$ cat config.mk
export PLATFORM = sky130hd
export DESIGN_NAME = itr_ctrl_flat
export DESIGN_NICKNAME = d
export VERILOG_FILES = /design/src/rtl/itr_ctrl_if.sv /design/src/rtl/itr_ctrl.sv /design/src/flat_wrapper.sv
export SDC_FILE = /design/constraint.sdc
export NUM_CORES = 1
export LEC_CHECK = 0
export ABC_AREA = 1
export BUFFER_PORTS_ARGS = -buffer_cell sky130_fd_sc_hd__buf_2
export CORE_MARGIN = 3
export CORE_UTILIZATION = 47
export DETAILED_ROUTE_END_ITERATION = 16
export GPL_ROUTABILITY_DRIVEN = 0
export MAX_ROUTING_LAYER = met4
export PLACE_DENSITY = 0.85
export SLEW_MARGIN = 20
export SYNTH_ARGS = -nofsm -noshare
export SYNTH_HDL_FRONTEND = slang
export SYNTH_SLANG_ARGS = --single-unit
$ cat constraint.sdc
create_clock -name clk -period 4.4 [get_ports clk]
set_clock_uncertainty 0.15 [all_clocks]
set_input_delay 0.44 -clock clk [delete_from_list [all_inputs] [get_ports clk]]
set_output_delay 0.44 -clock clk [all_outputs]
set_load 0.05 [all_outputs]
$ cat src/rtl/itr_ctrl_if.sv
// IO bus between the core and its IO peripherals: write strobe/address/data
// plus a registered read address with combinational read data back.
interface itr_ctrl_if #(
  parameter int NUBITS = 32,
  parameter int NBIOA  = 3
);
  logic              io_wr;
  logic [NBIOA-1:0]  io_addr_w;
  logic [NUBITS-1:0] io_wdata;
  logic [NBIOA-1:0]  io_addr_r;
  logic [NUBITS-1:0] io_rdata;

  modport master (output io_wr, io_addr_w, io_wdata, io_addr_r, input io_rdata);
  modport slave  (input io_wr, io_addr_w, io_wdata, io_addr_r, output io_rdata);
endinterface

$ cat src/rtl/itr_ctrl.sv
// Multi-source interrupt controller feeding the core's single itr input.
// Rising edges on src are latched into pnd, masked by msk, and the lowest
// eligible index is delivered as a one-cycle itr pulse. Further interrupts
// are held off until the ISR writes EOI, followed by GAP idle cycles.
module itr_ctrl #(
  parameter int NSRC   = 4,
  parameter int NUBITS = 32,
  parameter int NBIOA  = 3,
  parameter int A_MSK  = 0,
  parameter int A_PND  = 1,
  parameter int A_VEC  = 2,
  parameter int A_EOI  = 3,
  parameter int GAP    = 2
) (
  input  logic            clk,
  input  logic            rst,
  input  logic [NSRC-1:0] src,
  itr_ctrl_if.slave       bus,
  output logic            itr,
  output logic            busy
);

  localparam int VW = (NSRC > 1) ? $clog2(NSRC) : 1;

  localparam logic [NBIOA-1:0] AD_MSK = NBIOA'(A_MSK);
  localparam logic [NBIOA-1:0] AD_PND = NBIOA'(A_PND);
  localparam logic [NBIOA-1:0] AD_VEC = NBIOA'(A_VEC);
  localparam logic [NBIOA-1:0] AD_EOI = NBIOA'(A_EOI);

  localparam logic [1:0] S_IDLE = 2'd0;
  localparam logic [1:0] S_FIRE = 2'd1;
  localparam logic [1:0] S_SERV = 2'd2;
  localparam logic [1:0] S_HOLD = 2'd3;

  // Counter preload; only meaningful when GAP > 0.
  localparam logic [3:0] GAP_LD = 4'(GAP - 1);

  logic [NSRC-1:0] src_q;
  logic [NSRC-1:0] pnd_q, pnd_d;
  logic [NSRC-1:0] msk_q, msk_d;
  logic [VW-1:0]   vec_q, vec_d;
  logic [1:0]      st_q, st_d;
  logic [3:0]      cnt_q, cnt_d;

  logic            wr_msk, wr_pnd, wr_eoi;
  logic [NSRC-1:0] rise, clr, elig, take;
  logic [VW-1:0]   win;
  logic            any;
  logic [NUBITS-1:0] rdata;

  // Upper write-data bits carry nothing for this block.
  if (NUBITS > NSRC) begin : g_unused
    logic unused_wdata;
    assign unused_wdata = ^bus.io_wdata[NUBITS-1:NSRC];
  end

  // Write decode and edge detection.
  always_comb begin
    wr_msk = bus.io_wr && (bus.io_addr_w == AD_MSK);
    wr_pnd = bus.io_wr && (bus.io_addr_w == AD_PND);
    wr_eoi = bus.io_wr && (bus.io_addr_w == AD_EOI);
    rise   = src & ~src_q;
    clr    = wr_pnd ? bus.io_wdata[NSRC-1:0] : '0;
    elig   = pnd_q & msk_q;
  end

  // Fixed priority: scan high to low so the lowest set index is left in win.
  always_comb begin
    win = '0;
    any = |elig;
    for (int i = NSRC - 1; i >= 0; i--) begin
      if (elig[i]) win = VW'(i);
    end
  end

  // Next-state logic for the FSM, vector latch and hold-off counter.
  always_comb begin
    st_d  = st_q;
    cnt_d = cnt_q;
    vec_d = vec_q;
    take  = '0;
    case (st_q)
      S_IDLE: begin
        if (any) begin
          st_d      = S_FIRE;
          vec_d     = win;
          take[win] = 1'b1;
        end
      end
      S_FIRE: st_d = S_SERV;
      S_SERV: begin
        if (wr_eoi) begin
          if (GAP == 0) begin
            st_d = S_IDLE;
          end else begin
            st_d  = S_HOLD;
            cnt_d = GAP_LD;
          end
        end
      end
      S_HOLD: begin
        if (cnt_q == 4'd0) st_d = S_IDLE;
        else               cnt_d = cnt_q - 4'd1;
      end
      default: st_d = S_IDLE;
    endcase
    // New edges win over both software clear and the service handoff.
    pnd_d = (pnd_q & ~clr & ~take) | rise;
    msk_d = wr_msk ? bus.io_wdata[NSRC-1:0] : msk_q;
  end

  // State registers.
  always_ff @(posedge clk or negedge rst) begin
    if (!rst) begin
      src_q <= '0;
      pnd_q <= '0;
      msk_q <= '0;
      vec_q <= '0;
      st_q  <= S_IDLE;
      cnt_q <= '0;
    end else begin
      src_q <= src;
      pnd_q <= pnd_d;
      msk_q <= msk_d;
      vec_q <= vec_d;
      st_q  <= st_d;
      cnt_q <= cnt_d;
    end
  end

  assign itr  = (st_q == S_FIRE);
  assign busy = (st_q == S_FIRE) || (st_q == S_SERV);

  // Combinational read mux; unmapped addresses return zero.
  always_comb begin
    rdata = '0;
    case (bus.io_addr_r)
      AD_MSK: rdata[NSRC-1:0] = msk_q;
      AD_PND: rdata[NSRC-1:0] = pnd_q;
      AD_VEC: rdata[VW-1:0]   = vec_q;
      AD_EOI: rdata[2:0]      = {busy, st_q};
      default: rdata = '0;
    endcase
  end

  assign bus.io_rdata = rdata;

endmodule

$ cat src/flat_wrapper.sv
// flat-port wrapper written by rule: the top's interface ports become plain ports
module itr_ctrl_flat 
#(
  parameter int NSRC   = 4,
  parameter int NUBITS = 32,
  parameter int NBIOA  = 3,
  parameter int A_MSK  = 0,
  parameter int A_PND  = 1,
  parameter int A_VEC  = 2,
  parameter int A_EOI  = 3,
  parameter int GAP    = 2
)
  (clk, rst, src, itr, busy, bus_io_wr, bus_io_addr_w, bus_io_wdata, bus_io_addr_r, bus_io_rdata);
  itr_ctrl_if #(.NUBITS(NUBITS), .NBIOA(NBIOA)) bus_i ();
  input  logic clk;
  input  logic rst;
  input  logic [NSRC-1:0] src;
  output logic itr;
  output logic busy;
  input wire logic [$bits(bus_i.io_wr)-1:0] bus_io_wr;
  input wire logic [$bits(bus_i.io_addr_w)-1:0] bus_io_addr_w;
  input wire logic [$bits(bus_i.io_wdata)-1:0] bus_io_wdata;
  input wire logic [$bits(bus_i.io_addr_r)-1:0] bus_io_addr_r;
  output wire logic [$bits(bus_i.io_rdata)-1:0] bus_io_rdata;
  assign bus_i.io_wr = bus_io_wr;
  assign bus_i.io_addr_w = bus_io_addr_w;
  assign bus_i.io_wdata = bus_io_wdata;
  assign bus_i.io_addr_r = bus_io_addr_r;
  assign bus_io_rdata = bus_i.io_rdata;
  itr_ctrl #(.NSRC(NSRC), .NUBITS(NUBITS), .NBIOA(NBIOA), .A_MSK(A_MSK), .A_PND(A_PND), .A_VEC(A_VEC), .A_EOI(A_EOI), .GAP(GAP)) u_core (.clk(clk), .rst(rst), .src(src), .bus(bus_i), .itr(itr), .busy(busy));
endmodule
Word level (Yosys, flattened, before mapping)

Cells that the tools add are included.

Register bits: 20
Input bits: 45
Output and inout bits: 34
Word-level logic and storage cells: 62

Add/sub/neg operators: 1
Order comparisons: 2
Equal/unequal tests: 12
Multiplexer cells: 19
Bitwise logic cells: 8
Reductions and logical operators: 14

Operators with widths:

| cell                                                              | count |
|---|---|
| two-way mux 4 bit                                                 | 5 |
| AND 4 bit                                                         | 4 |
| one-hot mux 2 bit (4 select lines)                                | 2 |
| two-way mux 2 bit                                                 | 7 |
| inverter 4 bit                                                    | 3 |
| equality test 3 x 2 -> 1 bit, second input constant               | 3 |
| one-hot mux 4 bit (2 select lines)                                | 1 |
| equality test 3 x 1 -> 1 bit, second input constant               | 2 |
| logical NOT 3 bit                                                 | 2 |
| != test 2 x 1 -> 1 bit, second input constant                     | 3 |
| AND reduction 3 bit                                               | 2 |
| equality test 2 bit, second input constant                        | 2 |
| logical AND 1 bit                                                 | 4 |
| logical NOT 4 bit                                                 | 1 |
| OR 4 bit                                                          | 1 |
| OR reduction 4 bit                                                | 1 |
| subtractor 4 x 1 -> 4 bit, second input constant                  | 1 |
| < comparator 2 x 3 -> 1 bit, second input constant                | 1 |
| one-hot mux 1 bit (3 select lines)                                | 1 |
| demux 1 bit (select 2 bit)                                        | 1 |
| equality test 2 x 1 -> 1 bit, second input constant               | 1 |
| greater-or-equal comparator 2 x 1 -> 1 bit, second input constant | 1 |
| logical NOT 2 bit                                                 | 1 |
| != test 2 bit, second input constant                              | 1 |
| 5 further kinds                                                   | 5 |

Depth between registers and ports, before layout

Word-level depth: 14
Mapped depth: 8
Gate-level depth less buffers: 8

Worst setup path before layout

Ideal clock, no wire load.

Path type: flip-flop to output port
Start point: register u_core.st_q[0]
End point: output port bus_io_rdata[2]
Data arrival time: 1507 ps
Required time: 3810 ps
Slack: 2303 ps
Cell stages (with the launch flop): 5
Buffers on the path: 0
Cell sequence: dfrtp_1 inv_1 ha_1 nand2_1 nand3_1

Cells in the longest elaborated chain, start to end: 3
Elaborated cells on any way between the ends: 4
Those cells by class: eq/ne: 2; mux: 1; reduce/logical: 1

Ends and longest elaborated chain:

| element                                                                    | line               | source |
|---|---|---|
| start, declared                                                            | itr_ctrl.sv:42     | `logic [1:0] st_q, st_d;` |
| start signal, assigned                                                     | itr_ctrl.sv:126    | `st_q <= st_d;` |
| equality test 2 x 1 -> 1 bit / equality test 2 bit (equally long branches) | itr_ctrl.sv:132    | `assign busy = (st_q == S_FIRE) \|\| (st_q == S_SERV);` |
| logical OR 1 bit (*)                                                       | itr_ctrl.sv:132    |  |
| via busy                                                                   | flat_wrapper.sv:19 | `output logic busy;` |
| one-hot mux 1 bit (3 select lines) (*)                                     | itr_ctrl.sv:137    | `case (bus.io_addr_r)` |
| end, declared                                                              | flat_wrapper.sv:24 | `output wire logic [$bits(bus_i.io_rdata)-1:0] bus_io_rdata;` |

Mark *: on every way through the listed nets, which the timed path passes. The rest lies on a longest branch.

Final worst setup path

Start point: register u_core.st_q[0]
End point: output port bus_io_rdata[2]

Cells in the longest elaborated chain, start to end: 3
Elaborated cells on any way between the ends: 4
Those cells by class: eq/ne: 2; mux: 1; reduce/logical: 1

Ends and longest elaborated chain:

| element                                                                    | line |
|---|---|
| equality test 2 x 1 -> 1 bit / equality test 2 bit (equally long branches) | itr_ctrl.sv:132 |
| logical OR 1 bit (*)                                                       | itr_ctrl.sv:132 |
| one-hot mux 1 bit (3 select lines) (*)                                     | itr_ctrl.sv:137 |

Mark *: on every way between the ends. The rest lies on a longest branch, timed or not.

==> results.cfg <==
[clocking]
cts_inserted_buffers = 3
root_buffer = clkbuf_4
cts_tree = yes
cts.path.max_buffers = 2
cts_setup_buffers = 0
clock-sinks = 20
path_clk_slew_ns = 0.11
htreeDepth = 1
clkLatencyLatePin_ns = 0.31

[timing]
slew_violations = 0
finalHoldViolations = 0
period_minus_slack_ns = 2.18
fin_crit_sh_pct = 49.6
setup_slack_ns = 2.22
setup_viol = 0
rsz0062_at_grt = no
setup_tns_ns = 0
holdWs_ns = 0.0968
fmaxAchievable_mhz = 459

[synth]
netlist.area_leader.share_pct = 37.3
synthCells = 179
ys_async_sr_fraction_pct = 100
yosysWarnings = 0
synth_common_cells = nand2_1 (49), buf_4 (28), inv_1 (27), dfrtp_1 (20), nand3_1 (13)
synth_ff_type = dfrtp_1
ys_ff_latch = 20
yosysUniqueCellTypes = 18
ys_seq_area_share_pct = 37.3
syn_area_um2 = 1340
synth-edff-count = 0
yosysTopAreaCell = dfrtp_1
synth_area_leaders = dfrtp_1 (37%), buf_4 (16%), nand2_1 (14%)
avgSynthCellArea_um2 = 7.49
yosysMostFrequentCell = nand2_1

[setup_path]
end_kind = primary output
critical_path_class = register to primary output
slowest_stage = dfrtp_1
rrSetupSlack_ns = 2.85
cp.arrival_ns = 1.59
startpoint_type = register
worstPathRequired_ns = 3.81
path_cells = inv_1 -> ha_1 -> nand2_1 -> nand3_1 -> buf_2
path_max_fanout = 5
max_stage_delay_ns = 0.45

[global_routing]
grt_overflow = 0
grt_pass1_vias = 969
grt_pass1_wl_um = 3870
antenna_found_initial = 0
grt_usage_pct = 14.9
grt_max_degree = 21

[pwr]
peakVddDrop_mv = 0.296
powerDensity_nw_per_um2 = 572
p_leak_nw = 0.833

[drt]
drtIter0Drc = 32
drc = 0
ant_nets = 0
wire_per_inst_um = 9.97
first_pass_iters = 4
via_count = 1082
wl_um = 2340
via_per_inst = 4.60

[floorplanning]
fp-row-count = 18
coreArea_um2 = 2590
die_width_um = 59.4
io_pins = 79
initial_utilization_pct = 51.8
die_h_um = 59.4
fp.dieArea_um2 = 3530

[placement]
dpl_cell_area_um2 = 1380
place_ws_ns = 2.50
port_buffers = 22
hpwl_um = 1950

[finish]
drive_gt1_share_pct = 15.1
stdcell_area_um2 = 1430
antenna_cells = 0
nNetsFinal = 257
nFillCells = 258
area_delta_synth_final_pct = 6.34

[run]
maxCapViolCount = 0

[hold_path]
hp-class = input port to register

[outcome]
run_status = completed
-- timing repair --
action                    in CTS  in global routing
gates resized for setup        0                  0
hold endpoints to repair      20                  0
hold buffers                   1                  0
-- per-layer routing --
layer  track usage (%)  part of all wire (%)  vias to the layer above  wire length, µm
li1                  -                     -                      555                -
met1              18.5                    46                      475             1070
met2              24.0                    45                       48             1060
met3              2.40                   8.1                        4              189
met4              5.83                   1.2                        0               29
met5                 -                     0                        -                0
-- critical path, delay by kind of cell (launching register included) --
family	cells	cell delay, ns
fa+ha+maj	1	0.33
buf+inv	2	0.35
flops	1	0.45
simple gates	2	0.15
-- cell families (layout without fill, tap and decap cells) --
logic type / Yosys count / in the layout / synth area share [%]
XOR/XNOR: 1 / 1 / 0.653
other: 1 / 28 / 0.280
buffers and inverters: 55 / 54 / 23.2
adder cells (fa/ha/maj): 6 / 6 / 5.60
flip-flops: 20 / 20 / 37.3
AND/OR/NAND/NOR: 80 / 80 / 25.7
AO/OA/AOI/OAI: 16 / 16 / 7.18
-- layout by cell type, fill, tap and decap left out, drive strengths merged, types with 3 or more instances in the layout --
master,count
inv,27
o21ai,14
nand4,6
nor2,5
ha,6
clkbuf,4
buf,22
nand2,52
conb,28
nor3,3
dfrtp,20
nand3,13
-- power by group --
part           switching [mW]  internal (mW)  total, mW
clock network          0.0566         0.0506      0.107
registers              0.0464          0.235      0.282
logic                   0.304          0.123      0.428
total                   0.407          0.409      0.817
-- flip-flops by register name, indices dropped and copies added (netlist names) --
signal	count
u_core.cnt_q	4
u_core.msk_q	4
u_core.pnd_q	4
u_core.src_q	4
u_core.st_q	2
u_core.vec_q	2
-- path summary, 6_finish.rpt --
| path | start | endpoint | cells after the start |
|---|---|---|---|
| setup / recovery | u_core.st_q[0] | bus_io_rdata[2] | 5 |
| hold / removal | src[0] | u_core.src_q[0] | 1 |
| min in group asynchronous | rst | u_core.src_q[0] | 2 |
| max in group asynchronous | rst | u_core.vec_q[0] | 2 |
| hold reg to reg | u_core.src_q[1] | u_core.pnd_q[1] | 1 |
| setup reg to reg | u_core.st_q[0] | u_core.st_q[0] | 5 |
-- final cells by class --
class	count	area [µm²]	share of cell area, %
flip-flops and latches	20	500	35.1
inverters	27	101	7.11
well taps	30	37.5	2.63
multi-input cells	131	631	44.2
repair buffers	23	120	8.42
clock buffers	4	36.3	2.54
-- metrics by stage --
| step | util (%) | total power [mW] | cells |
|---|---|---|---|
| 2_1_floorplan | - | 0.650 | 206 |
| 3_3_place_gp | 53.3 | 0.700 | 230 |
| 3_5_place_dp | 53.3 | 0.713 | 230 |
| 4_1_cts | 55.1 | 0.820 | 235 |
| 5_1_grt | 55.1 | 0.883 | 235 |
| 6_report | 55.1 | 0.817 | 235 |
Power figures use the tool's default switching activity.
